$ cat src/rtl/multi_timer.sv
// multi_timer: bus-mapped block of up to four prescaled up-counters sharing
// one 16-bit free-running divider.
//
// Register window (byte offsets from BASE):
//   +0            DIV     divider[15:8]; any write clears the whole divider
//   +8+8c+0       CNT_LO  counter byte 0
//   +8+8c+1       CNT_HI  counter byte 1 (reads 0, writes ignored when WIDTH=8)
//   +8+8c+2       RLD_LO  reload byte 0
//   +8+8c+3       RLD_HI  reload byte 1 (reads 0, writes ignored when WIDTH=8)
//   +8+8c+4       CTRL    [2:0] SEL, [3] EN, [4] ONESHOT, [5] IRQEN
//   +8+8c+5       STAT    [0] pending, write-1-to-clear
//   anything else reads 00 and ignores writes.
//
// Ports:
//   clockgb       system clock, all state changes on its rising edge
//   resetn        synchronous active-low reset
//   address       bus byte address
//   indata        bus write data
//   outdata       combinational read data (00 unless load=1 and mapped)
//   load          bus read strobe
//   store         bus write strobe, sampled on the clock edge
//   overflow_int  level interrupt: OR over channels of pending & IRQEN
//
// Bus handshake: there is no flow control. A write is accepted on every
// rising edge where store=1 and resetn=1; a read is answered in the same
// cycle whenever load=1. Written values are visible from the next cycle.
//
// Build option: define MULTI_TIMER_DIV_GLITCH_EN to let a DIV write produce
// a tick on every channel whose tapped divider bit is 1 at that moment
// (the bit falls to 0 because of the clear). Without it a DIV write never
// produces a tick.

module multi_timer #(
  parameter logic [15:0] BASE  = 16'hff04,
  parameter int          NCH   = 2,
  parameter int          WIDTH = 8
) (
  input  logic        clockgb,
  input  logic        resetn,
  input  logic [15:0] address,
  input  logic [7:0]  indata,
  output logic [7:0]  outdata,
  input  logic        load,
  input  logic        store,
  output logic        overflow_int
);

  // ---------------------------------------------------------------------
  // Address decode
  // ---------------------------------------------------------------------
  logic [15:0] offset;
  logic        div_hit;
  logic        div_wr;

  // Offsets wrap modulo 2^16, so a BASE near the top of the map still works.
  assign offset  = address - BASE;
  assign div_hit = (offset == 16'h0000);
  assign div_wr  = store & div_hit;

  // ---------------------------------------------------------------------
  // Free-running divider
  // ---------------------------------------------------------------------
  logic [15:0] div_q;
  logic [15:0] div_inc;

  assign div_inc = div_q + 16'd1;

  always_ff @(posedge clockgb) begin
    if (!resetn) begin
      div_q <= 16'h0000;
    end else if (div_wr) begin
      div_q <= 16'h0000;
    end else begin
      div_q <= div_inc;
    end
  end

  // ---------------------------------------------------------------------
  // Per-channel state
  // ---------------------------------------------------------------------
  logic [NCH-1:0] ch_hit;
  logic [NCH-1:0] ch_irq;
  logic [7:0]     ch_rd [NCH];

  for (genvar c = 0; c < NCH; c++) begin : g_ch
    logic [WIDTH-1:0] cnt_q;
    logic [WIDTH-1:0] rld_q;
    logic [5:0]       ctrl_q;
    logic             pend_q;

    logic [15:0]      cnt16;
    logic [15:0]      rld16;
    logic [15:0]      cnt_wdata;
    logic [15:0]      rld_wdata;
    logic             wr_cnt_lo;
    logic             wr_cnt_hi;
    logic             wr_rld_lo;
    logic             wr_rld_hi;
    logic             wr_ctrl;
    logic             wr_stat;
    logic [3:0]       tap;
    logic             tick;
    logic             cnt_full;
    logic             ovf;

    // Channel c occupies offsets 8+8c .. 8+8c+7.
    assign ch_hit[c] = (offset[15:3] == 13'(c + 1));

    assign wr_cnt_lo = store & ch_hit[c] & (offset[2:0] == 3'd0);
    assign wr_cnt_hi = store & ch_hit[c] & (offset[2:0] == 3'd1) & (WIDTH == 16);
    assign wr_rld_lo = store & ch_hit[c] & (offset[2:0] == 3'd2);
    assign wr_rld_hi = store & ch_hit[c] & (offset[2:0] == 3'd3) & (WIDTH == 16);
    assign wr_ctrl   = store & ch_hit[c] & (offset[2:0] == 3'd4);
    assign wr_stat   = store & ch_hit[c] & (offset[2:0] == 3'd5);

    // 16-bit views keep the byte lanes uniform for both widths; the upper
    // byte of the view is zero when WIDTH=8.
    assign cnt16     = 16'(cnt_q);
    assign rld16     = 16'(rld_q);
    assign cnt_wdata = wr_cnt_hi ? {indata, cnt16[7:0]} : {cnt16[15:8], indata};
    assign rld_wdata = wr_rld_hi ? {indata, rld16[7:0]} : {rld16[15:8], indata};

    // Tap bit k = 2*SEL+1; a tick is its falling edge across this cycle.
    assign tap = {ctrl_q[2:0], 1'b1};

    always_comb begin
      tick = div_q[tap] & ~div_inc[tap];
      if (div_wr) begin
`ifdef MULTI_TIMER_DIV_GLITCH_EN
        // The clear drops the tapped bit to 0 if it was 1.
        tick = div_q[tap];
`else
        tick = 1'b0;
`endif
      end
    end

    assign cnt_full = (cnt_q == {WIDTH{1'b1}});
    // A counter-byte write in the same cycle suppresses the overflow.
    assign ovf = tick & ctrl_q[3] & cnt_full & ~wr_cnt_lo & ~wr_cnt_hi;

    always_ff @(posedge clockgb) begin
      if (!resetn) begin
        cnt_q  <= '0;
        rld_q  <= '0;
        ctrl_q <= 6'd0;
        pend_q <= 1'b0;
      end else begin
        if (wr_cnt_lo || wr_cnt_hi) begin
          cnt_q <= cnt_wdata[WIDTH-1:0];
        end else if (tick && ctrl_q[3]) begin
          if (cnt_full) begin
            cnt_q <= rld_q;
          end else begin
            cnt_q <= cnt_q + {{(WIDTH-1){1'b0}}, 1'b1};
          end
        end

        if (wr_rld_lo || wr_rld_hi) begin
          rld_q <= rld_wdata[WIDTH-1:0];
        end

        if (wr_ctrl) begin
          ctrl_q <= indata[5:0];
        end else if (ovf && ctrl_q[4]) begin
          ctrl_q[3] <= 1'b0;
        end

        // Set beats clear when both land on the same edge.
        if (ovf) begin
          pend_q <= 1'b1;
        end else if (wr_stat && indata[0]) begin
          pend_q <= 1'b0;
        end
      end
    end

    always_comb begin
      ch_rd[c] = 8'h00;
      case (offset[2:0])
        3'd0:    ch_rd[c] = cnt16[7:0];
        3'd1:    ch_rd[c] = cnt16[15:8];
        3'd2:    ch_rd[c] = rld16[7:0];
        3'd3:    ch_rd[c] = rld16[15:8];
        3'd4:    ch_rd[c] = {2'b00, ctrl_q};
        3'd5:    ch_rd[c] = {7'd0, pend_q};
        default: ch_rd[c] = 8'h00;
      endcase
    end

    assign ch_irq[c] = pend_q & ctrl_q[5];
  end

  // ---------------------------------------------------------------------
  // Read mux and interrupt
  // ---------------------------------------------------------------------
  always_comb begin
    outdata = 8'h00;
    if (load) begin
      if (div_hit) begin
        outdata = div_q[15:8];
      end
      for (int c = 0; c < NCH; c++) begin
        if (ch_hit[c]) begin
          outdata = ch_rd[c];
        end
      end
    end
  end

  assign overflow_int = |ch_irq;

endmodule

$ cat config.mk
export PLATFORM = sky130hd
export DESIGN_NAME = multi_timer
export DESIGN_NICKNAME = d
export VERILOG_FILES = /design/src/rtl/multi_timer.sv
export SDC_FILE = /design/constraint.sdc
export NUM_CORES = 1
export LEC_CHECK = 0
export BUFFER_PORTS_ARGS = -buffer_cell sky130_fd_sc_hd__clkbuf_2
export CORE_AREA = 2 2 102 104
export CTS_CLUSTER_SIZE = 25
export DETAILED_ROUTE_END_ITERATION = 8
export DIE_AREA = 0 0 104 106
export MAX_ROUTING_LAYER = met4
export PLACE_DENSITY = 0.61
export SETUP_SLACK_MARGIN = 0.02
export SYNTH_ARGS = -nofsm -noshare
export SYNTH_HDL_FRONTEND = slang
export SYNTH_SLANG_ARGS = --single-unit
$ cat constraint.sdc
create_clock -name clockgb -period 3.8 [get_ports clockgb]
set_input_delay 0.19 -clock clockgb [delete_from_list [all_inputs] [get_ports clockgb]]
set_output_delay 0.19 -clock clockgb [all_outputs]
set_load 0.02 [all_outputs]
==> qor.yml <==
critical_path:
  cp_common_cell: "clkbuf_2"
  regToRegStartpoint: "div_q[1]"
  crit_cells: 11
  crit_path_end_kind: "output port"
  crit_family: "simple AND/OR/NAND/NOR gates"
  reg2reg_depth: 7
  max_stage_delay_ns: 0.54
  slowest_stage: "or4_4"
  crit_fanout: 13
  critPathLaunchType: "primary input"
  path_class: "in2out"
  required_ns: 3.61
  crit_chain: "clkbuf_2, inv_1, ha_1, o21bai_1, a211o_1, o311a_4, or4_4, or2_4, o221ai_1, and2_1, clkbuf_2"
  worst_ep_arrival_time_ns: 2.96
  worst-r2r-setup-slack_ns: 0.95
  worst-path-buf-inv: 3
  startpoint: "address[2]"
clock_tree:
  post_cts_buffers: 0
  clock_latency_ns: 0.34
  root_buffer: "clkbuf_8"
  cts_hold_buf: 0
  clk_pin_slew_ns: 0.08
  htree_levels: 3
  cts_max_path_buffers: 2
  cts_inserted_buffers: 9
  cts.sinks: 62
  cts_tree: "done"
  cts-resized-gates: 0
cells_and_area:
  finalNetCount: 560
  final_cells: 668
  final_common_cell: "nand2_1"
  layout-drive-gt1-share_pct: 12.6
  area_delta_synth_final_pct: 12.2
  final_cell_mix: "64 x nand2_1, 63 x nor2_1, 62 x dfxtp_1"
  nFillCells: 1038
  antenna_cells: 0
placement:
  port_buffers: 36
  gp_congestion: 0.881
  dp_hpwl_um: 8300
  dp.cells: 652
sta:
  skew_ns: 0.00848
  min_period_ns: 3.15
  setup_viol: 0
  holdWs_ns: 0.103
  drv_slew: 0
  slew_headroom_pct: 47.9
  fmax_ghz: 0.318
  grt_setup_unrepaired: "false"
  worstMarginPinSlew_ns: 0.780
  hold_violations: 0
  finalSetupTns_ns: 0
  period_share_pct: 82.8
route:
  drt-initial-drc-count: 341
  viasPerCell: 5.76
  totalWireLength_um: 11200
  drc: 0
  drtAntennaViolNets: 0
  drt_first_pass_iters: 6
  routedWlPerCell_um: 16.8
  vias: 3846
global_route:
  antenna_found_initial: 0
  grt_pass1_vias: 3516
  overflow: 0
  grt_usage_pct: 21.6
  grt_pass1_wl_um: 18700
  grt_max_degree: 35
synthesis:
  syn_area_per_cell_sq_um: 7.75
  synth_top_area_share_pct: 31.9
  yosys.cell_types.count: 64
  ys_seq_elements: 62
  synth.largest_area_cell: "dfxtp_1"
  synth_enable_flop_cells: 0
  synth_seq_area_share_pct: 31.9
  syn_nets: 535
  ys.flop_type: "dfxtp_1"
  synthArstFlopShare_pct: 0
  synth_warnings: 0
  syn_area_sq_um: 3890
  synth_top_cells_by_area: "dfxtp_1 32%, mux2i_1 8.8%, nand2_1 6.2%"
  syn_inst: 502
die:
  dieArea_sq_um: 11000
  ioPinCount: 37
  rows: 37
  fp.coreArea_sq_um: 10000
  die_w_um: 104
  initial_core_util_pct: 38.9
  dieHeight_um: 106
pwr:
  powerDensity_nw_per_um2: 312
  power_mw: 1.36
  vdd_drop_max_mv: 0.193
  leakage_nw: 1.62
run:
  maxCapViolations: 0
outcome:
  outcome: "complete, no violations"
worst_hold_path:
  hp-start: "indata[7]"
  hold_class: "in2reg"
  hold_depth: 3
## path summary, 6_finish.rpt
check / endpoint
worst min-delay path: g_ch[0].rld_q[7]
worst max-delay path: outdata[2]
worst max register to register: g_ch[0].cnt_q[3]
worst min register to register: div_q[0]
## state kept, by name, indices dropped and copies added (netlist names)
name / cells
g_ch.pend_q: 2
g_ch.rld_q: 16
div_q: 16
g_ch.ctrl_q: 12
g_ch.cnt_q: 16
## metrics by stage
step	setup WS (ns)	util (%)	instance area (sq um)
finish	0.652	43.6	4360
global route	0.439	43.6	4360
CTS	0.677	43.6	4360
detailed placement	0.681	41.6	4160
global placement	0.765	41.6	4160
floorplan	0.894	-	3890
## metal layers
| layer | track usage [%] | vias to the layer above | wire length (um) |
|---|---|---|---|
| li1 | - | 1877 | - |
| met1 | 29.6 | 1822 | 5300 |
| met2 | 32.9 | 130 | 5060 |
| met3 | 4.54 | 17 | 728 |
| met4 | 5.02 | 0 | 145 |
| met5 | - | - | 0 |
## final cells by class
type                       count  area [sq um]  area share, %
multi-input combinational    403          2500           57.4
sequential                    62          1240           28.5
timing repair buffer          39           203           4.65
tap                          136           170           3.90
clock buffer                  11           141           3.24
clock inverter                 5          58.8           1.35
inverter                      12          45.0           1.03
## cells by family (layout without fill, tap and decap cells)
logic type,Yosys count,count (layout),synth area share (%)
adders and majority gates,5,5,1.61
muxes,34,34,8.75
xor gates and xnor gates,18,18,4.05
AOI/OAI and AO/OA,115,115,19.7
buffers and inverters,37,67,3.73
DFF,62,62,31.9
and+or+nand+nor,231,231,30.3
## synthesized netlist by cell type (all sizes together) (3+ instances only)
master	n
nor3b	3
a31oi	5
dfxtp	62
inv	12
and2	11
nor2	63
buf	7
xor2	9
and4	3
nand2	64
xnor2	9
a21oi	31
o221ai	9
o22ai	5
clkbuf	18
mux2i	34
o21ai	31
nand3	32
ha	5
nand4	15
nor3	4
and3	7
or2	3
or3	3
nor4	8
nand2b	4
## power by group
group | internal (mW) | total (mW) | switching, mW
sequential | 0.652 | 0.655 | 0.00274
combinational | 0.0342 | 0.107 | 0.0724
clock | 0.321 | 0.599 | 0.278
total | 1.01 | 1.36 | 0.353
## worst reg2reg max path: stages, from the launching register on
cell	delay [ns]
dfxtp_1	0.38
nand4_1	0.29
nor3_1	0.61
o211ai_1	0.18
o21ai_1	0.34
and3_1	0.58
mux2i_1	0.25
a211oi_1	0.08
Power figures use the tool's default switching activity.
